<file path="config.mk">
export PLATFORM = sky130hd
export DESIGN_NAME = spi_cmd_blink
export DESIGN_NICKNAME = d
export VERILOG_FILES = /design/src/rtl/spi_cmd_blink.sv
export SDC_FILE = /design/constraint.sdc
export NUM_CORES = 1
export LEC_CHECK = 0
export BUFFER_PORTS_ARGS = -buffer_cell sky130_fd_sc_hd__buf_2
export CAP_MARGIN = 20
export CORE_ASPECT_RATIO = 0.6
export CORE_MARGIN = 2
export CORE_UTILIZATION = 55
export CTS_CLUSTER_SIZE = 10
export DETAILED_ROUTE_END_ITERATION = 6
export PLACE_DENSITY = 0.75
export SLEW_MARGIN = 15
export SYNTH_ARGS = -nofsm -noshare
export SYNTH_HDL_FRONTEND = slang
export SYNTH_SLANG_ARGS = --single-unit
</file>
<file path="constraint.sdc">
create_clock -name i_clk -period 2.6 [get_ports i_clk]
set_input_delay 0.39 -clock i_clk [delete_from_list [all_inputs] [get_ports i_clk]]
set_output_delay 0.39 -clock i_clk [all_outputs]
set_load 0.005 [all_outputs]
</file>
<file path="src/rtl/spi_cmd_blink.sv">
// spi_cmd_blink: parses 2-byte SPI commands (opcode, argument) into LED mode / blink-period registers.
// Optional macro SPI_CMD_TIMEOUT_EN: abandons a command whose argument byte fails to arrive in time.
module spi_cmd_blink #(
  parameter int unsigned CLK_HZ        = 50000000,
  parameter int unsigned TICK_HZ       = 1000,
  parameter logic [7:0]  DEFAULT_HALF  = 8'd250,
  parameter int unsigned TIMEOUT_TICKS = 16
) (
  input  logic       i_clk,
  input  logic       i_rst_n,
  input  logic       i_spi_s_cs_n,
  input  logic       i_rx_done,
  input  logic [7:0] i_rx_data,
  output logic       o_led,
  output logic [1:0] o_mode,
  output logic [7:0] o_half,
  output logic       o_cmd_valid,
  output logic       o_cmd_err
);

  localparam int unsigned PRE_CNT = CLK_HZ / TICK_HZ;
  localparam int unsigned PRE_W   = (PRE_CNT > 1) ? $clog2(PRE_CNT) : 1;

  localparam logic [7:0] OP_MODE   = 8'h10;
  localparam logic [7:0] OP_HALF   = 8'h20;
  localparam logic [7:0] OP_CLRERR = 8'h30;

  localparam logic [1:0] MODE_OFF   = 2'd0;
  localparam logic [1:0] MODE_ON    = 2'd1;
  localparam logic [1:0] MODE_BLINK = 2'd2;
  localparam logic [1:0] MODE_BAD   = 2'd3;

  typedef enum logic [1:0] {
    S_IDLE = 2'd0,
    S_ARG  = 2'd1,
    S_EXEC = 2'd2
  } state_t;

  state_t           state_q;
  state_t           state_d;
  logic             done_q;
  logic             strobe_c;
  logic [7:0]       opcode_q;
  logic [7:0]       arg_q;
  logic [PRE_W-1:0] pre_q;
  logic             tick_c;
  logic [7:0]       half_cnt_q;
  logic             timeout_c;

  logic ld_op_c;
  logic ld_arg_c;
  logic exec_c;
  logic abort_c;
  logic mode_wr_c;
  logic half_wr_c;
  logic err_set_c;
  logic err_clr_c;

  // Rising edge of the upstream done flag is the only byte event.
  always_ff @(posedge i_clk or negedge i_rst_n) begin
    if (!i_rst_n) done_q <= 1'b0;
    else          done_q <= i_rx_done;
  end

  assign strobe_c = i_rx_done & ~done_q;

  // Free-running time-base prescaler.
  always_ff @(posedge i_clk or negedge i_rst_n) begin
    if (!i_rst_n)                            pre_q <= '0;
    else if (pre_q == PRE_W'(PRE_CNT - 1))   pre_q <= '0;
    else                                     pre_q <= pre_q + PRE_W'(1);
  end

  assign tick_c = (pre_q == PRE_W'(PRE_CNT - 1));

`ifdef SPI_CMD_TIMEOUT_EN
  localparam int unsigned TO_W = $clog2(TIMEOUT_TICKS + 2);
  logic [TO_W-1:0] to_cnt_q;

  // Counts ticks spent waiting for the argument byte; zero outside ARG.
  always_ff @(posedge i_clk or negedge i_rst_n) begin
    if (!i_rst_n)              to_cnt_q <= '0;
    else if (state_q != S_ARG) to_cnt_q <= '0;
    else if (tick_c)           to_cnt_q <= to_cnt_q + TO_W'(1);
  end

  assign timeout_c = (state_q == S_ARG) && (to_cnt_q == TO_W'(TIMEOUT_TICKS));
`else
  // ARG waits for its byte indefinitely.
  assign timeout_c = 1'b0 && (TIMEOUT_TICKS != 0);
`endif

  // Parser state register.
  always_ff @(posedge i_clk or negedge i_rst_n) begin
    if (!i_rst_n) state_q <= S_IDLE;
    else          state_q <= state_d;
  end

  // Next state: a high chip select resynchronises the parser.
  always_comb begin
    state_d = state_q;
    if (i_spi_s_cs_n) begin
      state_d = S_IDLE;
    end else begin
      case (state_q)
        S_IDLE:  if (strobe_c) state_d = S_ARG;
        S_ARG: begin
          if (strobe_c)       state_d = S_EXEC;
          else if (timeout_c) state_d = S_IDLE;
        end
        S_EXEC:  state_d = S_IDLE;
        default: state_d = S_IDLE;
      endcase
    end
  end

  // Parser control outputs.
  always_comb begin
    ld_op_c  = 1'b0;
    ld_arg_c = 1'b0;
    abort_c  = 1'b0;
    exec_c   = (state_q == S_EXEC);
    if (!i_spi_s_cs_n) begin
      case (state_q)
        S_IDLE:  ld_op_c = strobe_c;
        S_ARG: begin
          ld_arg_c = strobe_c;
          abort_c  = ~strobe_c & timeout_c;
        end
        default: ;
      endcase
    end
  end

  // Command decode during the execute cycle.
  always_comb begin
    mode_wr_c = 1'b0;
    half_wr_c = 1'b0;
    err_set_c = abort_c;
    err_clr_c = 1'b0;
    if (exec_c) begin
      case (opcode_q)
        OP_MODE: begin
          if (arg_q[1:0] == MODE_BAD) err_set_c = 1'b1;
          else                        mode_wr_c = 1'b1;
        end
        OP_HALF:   half_wr_c = 1'b1;
        OP_CLRERR: err_clr_c = 1'b1;
        default:   err_set_c = 1'b1;
      endcase
    end
  end

  // Command bytes and architectural registers.
  always_ff @(posedge i_clk or negedge i_rst_n) begin
    if (!i_rst_n) begin
      opcode_q    <= '0;
      arg_q       <= '0;
      o_mode      <= MODE_BLINK;
      o_half      <= DEFAULT_HALF;
      o_cmd_valid <= 1'b0;
      o_cmd_err   <= 1'b0;
    end else begin
      o_cmd_valid <= exec_c;
      if (ld_op_c)   opcode_q <= i_rx_data;
      if (ld_arg_c)  arg_q    <= i_rx_data;
      if (mode_wr_c) o_mode   <= arg_q[1:0];
      if (half_wr_c) o_half   <= (arg_q == 8'd0) ? 8'd1 : arg_q;
      if (err_set_c)      o_cmd_err <= 1'b1;
      else if (err_clr_c) o_cmd_err <= 1'b0;
    end
  end

  // LED drive: steady in off/on, toggles every o_half ticks in blink.
  always_ff @(posedge i_clk or negedge i_rst_n) begin
    if (!i_rst_n) begin
      o_led      <= 1'b0;
      half_cnt_q <= '0;
    end else if (mode_wr_c) begin
      half_cnt_q <= '0;
      o_led      <= (arg_q[1:0] != MODE_OFF);
    end else if (o_mode != MODE_BLINK) begin
      half_cnt_q <= '0;
      o_led      <= (o_mode == MODE_ON);
    end else if (half_wr_c) begin
      half_cnt_q <= '0;
    end else if (tick_c) begin
      if (half_cnt_q >= o_half - 8'd1) begin
        half_cnt_q <= '0;
        o_led      <= ~o_led;
      end else begin
        half_cnt_q <= half_cnt_q + 8'd1;
      end
    end
  end

endmodule
</file>
==> results by group, run 1 <==
Outcome
  – Status: complete, no violations

Place
  – Inst Count DP: 342
  – GPL Wtd Cong: 0.7953
  – DP Worst Slack: 0.01328 ns
  – Port bufs: 24
  – Dpl hpwl: 4.359 mm

Critical path
  – CP Class: reg2reg
  – CP max stage delay: 0.41 ns
  – Worst reg2reg path endpoint: o_led
  – CP Capture Type: register
  – Startpoint Class: register
  – Flop-to-flop setup slack: 0.1 ns
  – Crit-path cells: nor4_4, nand2_1, xor2_1, ha_1, nand2_1, nor3_1, a21oi_1, buf_4, o311ai_2, mux2_1
  – Crit path DAT: 2.70 ns
  – Crit Path Max Fanout: 8
  – Cell count of the worst reg-to-reg path: 10
  – Crit path depth: 10
  – Buf/Inv on CP: 1
  – Critical R2R Launch: o_half[5]
  – Slowest cell on crit path: dfstp_2
  – Crit-path most repeated cell: nand2_1
  – Crit path required time: 2.79 ns
  – Critical path's top delay family: simple AND/OR/NAND/NOR gates

Synth
  – Post-synth top area share: 43.50%
  – Post-synth EDFFs: 0
  – Mapped Nets: 275
  – Post-synth top flop: dfrtp_1
  – Synth Cell Area: 0.002819 mm^2
  – Synth Instances: 252
  – Syn. warnings: 0
  – Synth top cells by count: 49 x dfrtp_1, 25 x nand2_1, 24 x mux2_2
  – Largest cells by area after synthesis: dfrtp_1 43%, mux2_2 9.6%, dfstp_2 6.5%, ha_1 4.9%, xor2_1 3.4%
  – Cell taking the most area after synthesis: dfrtp_1
  – Mapped Avg Cell Area: 11.19 um^2
  – Register bit total from synthesis: 56
  – Most common cell in the netlist: dfrtp_1
  – Netlist cell types: 44
  – Post-synthesis async set-or-reset flop share: 100.0%
  – Seq/Total Area, Yosys: 50.02%

Floorplanning
  – Die ar.: 0.005733 mm^2
  – Initial Util: 56.33%
  – FP Rows: 20
  – # IOs: 25
  – Die H: 59.46 um
  – Core Box Area: 0.005005 mm^2
  – Die Wd: 96.43 um

Timing
  – Fin. Hold Viols: 0
  – FMAX: 0.3995 GHz
  – Relative slew slack: 56.45%
  – Setup_tns: 0 ns
  – Min Hold Slack: 0.1025 ns
  – Setup WS post-layout: 0.09707 ns
  – Final period utilization: 96.27%
  – Skew final: 0.003603 ns
  – RSZ-0062 raised after global routing: no
  – Final setup fails: 0
  – Slew Limit Fails: 0
  – Worst-Margin Slew: 0.6533 ns
  – Fin crit period: 2.503 ns

Drt
  – DRC violation count after routing: 0
  – Met2 wire len: 2.583 mm
  – Routed Antenna Nets: 0
  – Routed vias/inst: 5.705
  – Uppermost layer routed: met4
  – DR WL met3: 300 um
  – Post-DR wirelength/cell: 16.81 um
  – DR iter-0 viols: 140
  – WL final: 5.916 mm
  – Met1 Wirelength: 2.988 mm
  – First-pass DRT Iterations: 4
  – Routed vias: 2008

CTS
  – H-tree Lvls: 2
  – Clock latency at the later pin of the worst-skew pair: 0.31 ns
  – Clk root buf: clkbuf_8
  – Max Root-Sink Buffers: 2
  – CTS buffer count: 5
  – Reg clk slew, reported paths: 0.10 ns
  – CTS Sinks: 56
  – Cts hold-fix bufs: 0
  – CTS tree: yes

Global routing
  – Initial antenna violation count: 0
  – Largest net degree at the start of global routing: 30
  – Grt total ovfl: 0
  – Vias in the first global route: 1887
  – Global-route wire length before repair: 9.818 mm
  – Gr usage total: 23.05%

Job
  – Number of max-cap violations: 0

Finish
  – Final-stage net count: 308
  – # fillers: 424
  – P&R area growth vs syn: 13.58%
  – Share of cells above drive strength 1: 32.17%
  – # diodes: 0
  – Post-layout util: 63.98%
  – Fin cells: 352

Hold path
  – Worst min path class: in2async

Pwr
  – Leakage: 0.001493 uW
  – VDD IR max: 0.0003817 V
  – Pwr Density: 541.1 mW/mm^2
-- cell families (layout without fill, tap and decap cells) --
group | Yosys count | in the layout | share of synthesized area [%]
muxes | 27 | 27 | 10.70
buffers and inverters | 11 | 45 | 1.775
AOI/OAI and AO/OA | 29 | 29 | 6.746
and+or+nand+nor | 98 | 98 | 19.66
xor gates and xnor gates | 20 | 20 | 6.214
DFF | 56 | 56 | 50.02
adders and majority gates | 11 | 11 | 4.882
-- worst max-delay path by stage --
stage	to	slack (ns)	from
6_report	o_led	0.1	o_half[5]
5_1_grt	o_led	0.001	o_half[2]
4_1_cts	half_cnt_q[3]	0.04	o_half[1]
3_5_place_dp	o_led	0.01	o_half[2]
3_3_place_gp	o_led	0.19	o_half[5]
2_1_floorplan	half_cnt_q[7]	0.30	o_half[1]
-- flip-flops by register name, summed over array words and instances, names as in the netlist --
signal and flops:
pre_q 16, opcode_q 8, state_q 2, half_cnt_q 8
o_cmd_err 1, arg_q 8, o_led 1, o_mode 2
o_half 8, done_q 1, o_cmd_valid 1
-- layout by cell type (no fill, tap or decap), drive strengths merged, types with 5 or more instances in the layout --
cell type  Yosys  layout
xnor2          9       9
ha            11      11
nor3           6       6
dfrtp         49      49
xor2          11      11
a21oi         11      11
nand2         25      25
nand3         17      17
buf            5      31
mux2          25      25
dfstp          7       7
clkbuf         0       6
inv            6       6
nor2          21      21
and3           5       5
o21ai          5       5
-- repair_timing --
item / 4_1_cts / 5_1_grt
pin swaps: 0 / 0
setup endpoints to repair: 1 / 7
setup buffers: 0 / 2
gates resized for setup: 2 / 8
-- metal layers --
layer | global-route usage, % | vias to the layer above
met1 | 37.77 | 993
met4 | 4.829 | 0
li1 | - | 958
met2 | 31.15 | 52
met5 | 0 | -
met3 | 4.707 | 5
-- report_power, final --
part	switching (uW)	total (uW)	internal, uW
Combinational	92.4	204	111
Clock	276	490	213
Sequential	88.8	1040	950
-- area by class of cell --
| type | instances | area, um^2 | share of cell area (%) |
|---|---|---|---|
| repair buffers | 31 | 185.2 | 5.784 |
| flip-flops and latches | 56 | 1413 | 44.12 |
| well taps | 66 | 82.58 | 2.579 |
| clock buffers | 6 | 82.58 | 2.579 |
| clock inverters | 2 | 10.01 | 0.3126 |
| inverters | 6 | 22.52 | 0.7034 |
| multi-input cells | 185 | 1406 | 43.92 |
-- metrics by stage --
stage / area, um^2 / total power [uW]
after global placement: 3044 / 1234
after detailed placement: 3044 / 1252
final: 3202 / 1732
after global routing: 3202 / 1826
after floorplan: 2819 / 1156
after CTS: 3149 / 1741
Power figures use the tool's default switching activity.
==> run 2: changes to the inputs <==
Settings changed: BUFFER_PORTS_ARGS -buffer_cell sky130_fd_sc_hd__buf_2 to -buffer_cell sky130_fd_sc_hd__buf_4, CTS_BUF_LIST from default to sky130_fd_sc_hd__clkbuf_16.
Clock period 2.6 ns to 2.7 ns, I/O delays scaled along.
==> results by group, run 2 (synthesis gave the netlist of run 1 again) <==
Outcome
  – Status: complete, no violations

Global routing
  – Vias in the first global route: 1860 (-1.4%)
  – Largest net degree at the start of global routing: 57 (+90%)
  – Met3 Track Usage GR: 5.980% (+1.3 points)
  – Most used routing layer in global routing: met1
  – Met1 Usage GRT: 36.54% (-1.2 points)
  – Initial antenna violation count: 0 (unchanged)
  – Met2 usage in global routing: 29.86% (-1.3 points)
  – Gr usage total: 22.45% (-0.60 points)
  – Grt total ovfl: 0 (unchanged)
  – Global-route wire length before repair: 9.508 mm (-3.2%)

Place
  – GPL Wtd Cong: 0.8696 (+9.3%)
  – Dpl hpwl: 4.083 mm (-6.3%)
  – DP Worst Slack: 0.02824 ns (+0.01497 ns)
  – Port bufs: 24 (unchanged)

Timing
  – Skew final: 0.005296 ns (+0.001693 ns)
  – FMAX: 0.3957 GHz (-0.95%)
  – Slew Limit Fails: 0 (unchanged)
  – Final setup fails: 0 (unchanged)
  – Worst-Margin Slew: 0.7022 ns (+0.04897 ns)
  – Relative slew slack: 53.18% (-3.3 points)
  – Setup WS post-layout: 0.1731 ns (+0.07605 ns)
  – Fin. Hold Viols: 0 (unchanged)
  – Final period utilization: 93.59% (-2.7 points)
  – Fin crit period: 2.527 ns (+0.02395 ns)

Finish
  – # diodes: 0 (unchanged)
  – Commonest non-fill, non-tap cell in the layout: dfrtp_1
  – Post-layout util: 64.83% (+0.85 points)
  – P&R area growth vs syn: 15.09%
  – Largest Register: pre_q
  – # fillers: 392 (-7.5%)
  – Max FFs per register: 16 (unchanged)
  – Share of cells above drive strength 1: 29.68% (-2.5 points)
  – Commonest non-fill, non-tap cells in the layout: 49 x dfrtp_1, 29 x buf_4, 25 x nand2_1
  – Final-stage net count: 306 (-0.65%)

Drt
  – WL final: 5.631 mm (-4.8%)
  – Routed vias/inst: 5.633 (-1.3%)
  – DR iter-0 viols: 109 (-22%)
  – Routed vias: 1966 (-2.1%)
  – Routed Antenna Nets: 0 (unchanged)
  – Post-DR wirelength/cell: 16.13 um (-4.0%)
  – DRC violation count after routing: 0 (unchanged)
  – First-pass DRT Iterations: 4 (unchanged)

Critical path
  – CP Capture Type: register
  – Flop-to-flop setup slack: 0.17 ns (+0.08 ns)
  – CP max stage delay: 0.57 ns (+0.16 ns)
  – Crit-path most repeated cell: ha_1
  – Crit path required time: 2.91 ns (+0.12 ns)
  – Crit Path Max Fanout: 8 (unchanged)
  – Crit path DAT: 2.74 ns (+0.04 ns)
  – Crit-path cells: inv_1, ha_1, xnor2_1, ha_1, a211oi_1, o21ai_0, a21oi_2, buf_4, nand4b_1, a31oi_1
  – CP Class: reg2reg
  – Slowest cell on crit path: dfstp_2
  – Startpoint Class: register

Floorplanning
  – Die H: 59.46 um (unchanged)
  – # IOs: 25 (unchanged)
  – Core Box Area: 0.005005 mm^2 (unchanged)
  – Die Wd: 96.43 um (unchanged)
  – Die ar.: 0.005733 mm^2 (unchanged)
  – FP Rows: 20 (unchanged)
  – Initial Util: 56.33% (unchanged)

CTS
  – CTS buffer count: 5 (unchanged)
  – H-tree Lvls: 2 (unchanged)
  – Clock latency at the later pin of the worst-skew pair: 0.29 ns (-0.02 ns)
  – Reg clk slew, reported paths: 0.07 ns (-0.03 ns)
  – Clk root buf: clkbuf_16
  – CTS Sinks: 56 (unchanged)
  – CTS tree: yes
  – Cts hold-fix bufs: 0 (unchanged)
  – Max Root-Sink Buffers: 2 (unchanged)

Pwr
  – Leakage: 0.001484 uW (-0.60%)
  – VDD IR max: 0.0004021 V (+5.4%)
  – Power Total: 1809 uW (+4.4%)
  – Pwr Density: 557.6 mW/mm^2 (+3.1%)

Job
  – Number of max-cap violations: 0 (unchanged)

Hold path
  – Worst min path class: in2async
-- run 2: per-layer routing --
metal / wire [um] / part of all wire (%)
met5: 0 / 0
met4: 35 / 0.62
met3: 380 / 6.7
met2: 2291 / 41
met1: 2924 / 52
-- run 2: worst max-delay path, delay by kind of cell (launching register included) --
family                   cells  cell delay [ns]
adder cells (fa/ha/maj)      2             0.51
AO/OA/AOI/OAI                4             0.84
buffers and inverters        2             0.29
flip-flops                   1             0.57
XOR/XNOR                     1             0.14
AND/OR/NAND/NOR              1             0.10
-- run 2: path summary, 6_finish.rpt --
path,endpoint,start,cells past startpoint
max in group asynchronous,arg_q[6],i_rst_n,1
hold reg to reg,state_q[0],state_q[1],1
hold / removal,half_cnt_q[7],i_rst_n,1
min in group i_clk,done_q,i_rx_done,1
setup / recovery,half_cnt_q[7],o_half[1],10
setup reg to reg,half_cnt_q[7],o_half[1],10
-- run 2: stage by stage --
| stage | setup TNS, ns | instances | area (um^2) | hold WS, ns |
|---|---|---|---|---|
| after floorplan | 0 | 252 | 2819 | 0.1094 |
| after global placement | 0 | 341 | 3084 | 0.4355 |
| after detailed placement | 0 | 341 | 3084 | 0.4444 |
| after CTS | 0 | 348 | 3222 | 0.1896 |
| after global routing | -0.05259 | 349 | 3244 | 0.2143 |
| final | 0 | 349 | 3244 | 0.1675 |
-- run 2: timing repair --
action / CTS / global route
buffers inserted: 0 / 1
endpoints found under the setup margin: 0 / 9
gates resized for setup: 0 / 3
-- run 2: cell type report --
| type | instances | area [um^2] | area share (%) |
|---|---|---|---|
| Clock buffer | 5 | 125.1 | 3.857 |
| Sequential cell | 56 | 1410 | 43.46 |
| Tap cell | 66 | 82.58 | 2.545 |
| Inverter | 6 | 22.52 | 0.6942 |
| Multi-Input combinational cell | 185 | 1374 | 42.34 |
| Clock inverter | 2 | 12.51 | 0.3857 |
| Timing Repair Buffer | 29 | 217.7 | 6.710 |
-- run 2: power breakdown --
part | leakage, uW | total (uW) | internal [uW] | switching (uW)
combinational | 0.000709 | 195 | 111 | 83.7
clock | 0.0000657 | 617 | 337 | 280
sequential | 0.000709 | 997 | 916 | 80.8
==> run 3: changes to the inputs <==
Settings changed: SETUP_SLACK_MARGIN from default to 0.2.
==> results by group, run 3 (synthesis gave the netlist of run 1 again) <==
Outcome
  – Status: complete, no violations

Critical path
  – Crit path DAT: 2.58 ns (-0.16 ns)
  – Critical R2R Launch: o_half[2]
  – Crit-path cells: buf_4, nor3_2, xnor2_1, ha_2, nor2_1, nor3_2, a21oi_2, buf_6, o311ai_4, mux2_4
  – Crit Path Max Fanout: 5 (-3)
  – Worst Setup SP: o_half[2]
  – Slowest cell on crit path: dfrtp_2
  – CP Capture Type: register
  – CP Capture Point: o_led
  – CP max stage delay: 0.47 ns (-0.10 ns)
  – Worst reg2reg path endpoint: o_led
  – Cell count of the worst reg-to-reg path: 10 (unchanged)
  – Flop-to-flop setup slack: 0.29 ns (+0.12 ns)
  – Startpoint Class: register
  – Crit path required time: 2.88 ns (-0.03 ns)
  – CP Class: reg2reg
  – Crit-path most repeated cell: nor3_2

Place
  – Port bufs: 24 (unchanged)
  – Dpl hpwl: 4.083 mm (unchanged)
  – DP Area: 0.003084 mm^2 (unchanged)
  – GPL Wtd Cong: 0.8696 (unchanged)

CTS
  – Clock latency at the later pin of the worst-skew pair: 0.29 ns (about the same)
  – H-tree Lvls: 2 (unchanged)
  – Reg clk slew, reported paths: 0.07 ns (about the same)
  – Cts hold-fix bufs: 0 (unchanged)
  – CTS buffer count: 5 (unchanged)
  – CTS Sinks: 56 (unchanged)
  – CTS tree: yes
  – Clk root buf: clkbuf_16
  – Max Root-Sink Buffers: 2 (unchanged)

Global routing
  – Global-route wire length before repair: 9.604 mm (+1.0%)
  – Gr usage total: 22.62% (+0.17 points)
  – Initial antenna violation count: 0 (unchanged)
  – Largest net degree at the start of global routing: 57 (unchanged)
  – Vias in the first global route: 1876 (+0.86%)
  – Grt total ovfl: 0 (unchanged)

Finish
  – Final-stage net count: 312 (+2.0%)
  – Share of cells above drive strength 1: 35.64% (+6.0 points)
  – P&R area growth vs syn: 19.84%
  – Commonest non-fill, non-tap cells in the layout: 47 x dfrtp_1, 33 x buf_4, 24 x nand2_1, 24 x mux2_2, 20 x nor2_1
  – Largest Register: pre_q
  – Commonest non-fill, non-tap cell in the layout: dfrtp_1
  – # diodes: 0 (unchanged)
  – Max FFs per register: 16 (unchanged)
  – Design area: 0.003378 mm^2 (+4.1%)

Floorplanning
  – Die Wd: 96.43 um (unchanged)
  – Initial Util: 56.33% (unchanged)
  – FP Rows: 20 (unchanged)
  – Die H: 59.46 um (unchanged)
  – Core Box Area: 0.005005 mm^2 (unchanged)
  – # IOs: 25 (unchanged)
  – Die ar.: 0.005733 mm^2 (unchanged)

Drt
  – Routed vias/inst: 5.786 (+2.7%)
  – First-pass DRT Iterations: 4 (unchanged)
  – Routed Antenna Nets: 0 (unchanged)
  – DRC violation count after routing: 0 (unchanged)
  – WL final: 5.933 mm (+5.4%)
  – DR iter-0 viols: 158 (+45%)
  – Routed vias: 2054 (+4.5%)
  – Post-DR wirelength/cell: 16.71 um (+3.6%)

Timing
  – Fin crit period: 2.406 ns (-0.1204 ns)
  – Final setup fails: 0 (unchanged)
  – Skew final: 0.006211 ns (+0.0009153 ns)
  – Final period utilization: 89.13% (-4.5 points)
  – Setup_tns: 0 ns (unchanged)
  – Worst-Margin Slew: 0.7096 ns (+0.007324 ns)
  – Slew Limit Fails: 0 (unchanged)
  – FMAX: 0.4155 GHz (+5.0%)
  – Relative slew slack: 52.70% (-0.49 points)
  – RSZ-0062 raised after global routing: no
  – Fin. Hold Viols: 0 (unchanged)

Pwr
  – Leakage: 0.001545 uW (+4.2%)
  – Pwr Density: 539.5 mW/mm^2 (-3.3%)
  – VDD IR max: 0.0004026 V (+0.13%)

Job
  – Number of max-cap violations: 0 (unchanged)

Hold path
  – Worst min path class: in2async
run 3: stage by stage:
step / utilization (%) / total power, uW / instances / hold WS [ns] / setup WS, ns
2_1_floorplan: - / 1113 / 252 / 0.1094 / 0.4000
3_3_place_gp: 61.63 / 1197 / 341 / 0.4355 / 0.1058
3_5_place_dp: 61.63 / 1207 / 341 / 0.4444 / 0.02824
4_1_cts: 64.58 / 1824 / 348 / 0.1896 / 0.2018
5_1_grt: 67.50 / 1904 / 355 / 0.2193 / 0.1209
6_report: 67.50 / 1822 / 355 / 0.1582 / 0.2935
run 3: layer usage:
| metal | wire (um) | vias up | GRT usage, % |
|---|---|---|---|
| met5 | 0 | - | 0 |
| met4 | 79 | 0 | 4.225 |
| met3 | 382 | 9 | 5.980 |
| met2 | 2498 | 64 | 30.36 |
| met1 | 2973 | 1012 | 36.63 |
| li1 | - | 969 | - |
run 3: repair_timing:
item                                    in CTS  in global routing
setup buffers                                0                  7
endpoints found under the setup margin       7                  8
gates resized for setup                      2                 22
hold endpoints to repair                     0                  0
pin swaps                                    1                  2
run 3: cell type report:
type | instances | area [um^2]
timing repair buffer | 35 | 270.3
sequential | 56 | 1413
clock buffer | 5 | 125.1
multi-input combinational | 185 | 1453
tap | 66 | 82.58
fill | 369 | 1627
clock inverter | 2 | 12.51
inverter | 6 | 22.52
run 3: worst min-delay path by stage:
stage | start | endpoint | slack [ns] | cells past startpoint
after floorplan | i_rst_n | arg_q[0] | 0.11 | 0
after global placement | state_q[1] | state_q[0] | 0.44 | 1
after detailed placement | state_q[1] | state_q[0] | 0.44 | 1
after CTS | i_rst_n | half_cnt_q[3] | 0.19 | 1
after global routing | i_rst_n | o_cmd_err | 0.22 | 1
final | i_rst_n | half_cnt_q[7] | 0.16 | 1
run 3: worst max-delay path, delay by kind of cell, from the launching register on:
family / cells / cell delay (ns)
mux: 1 / 0.32
buf+inv: 2 / 0.31
flops: 1 / 0.47
compound gates: 2 / 0.30
simple gates: 3 / 0.40
fa+ha+maj: 1 / 0.35
xor+xnor: 1 / 0.14
run 3: report_power, final:
group          internal (uW)  leakage, uW  switching, uW  total [uW]
clock network            337    0.0000657            287         625
logic                    115     0.000774           85.2         200
registers                916     0.000706           81.7         998
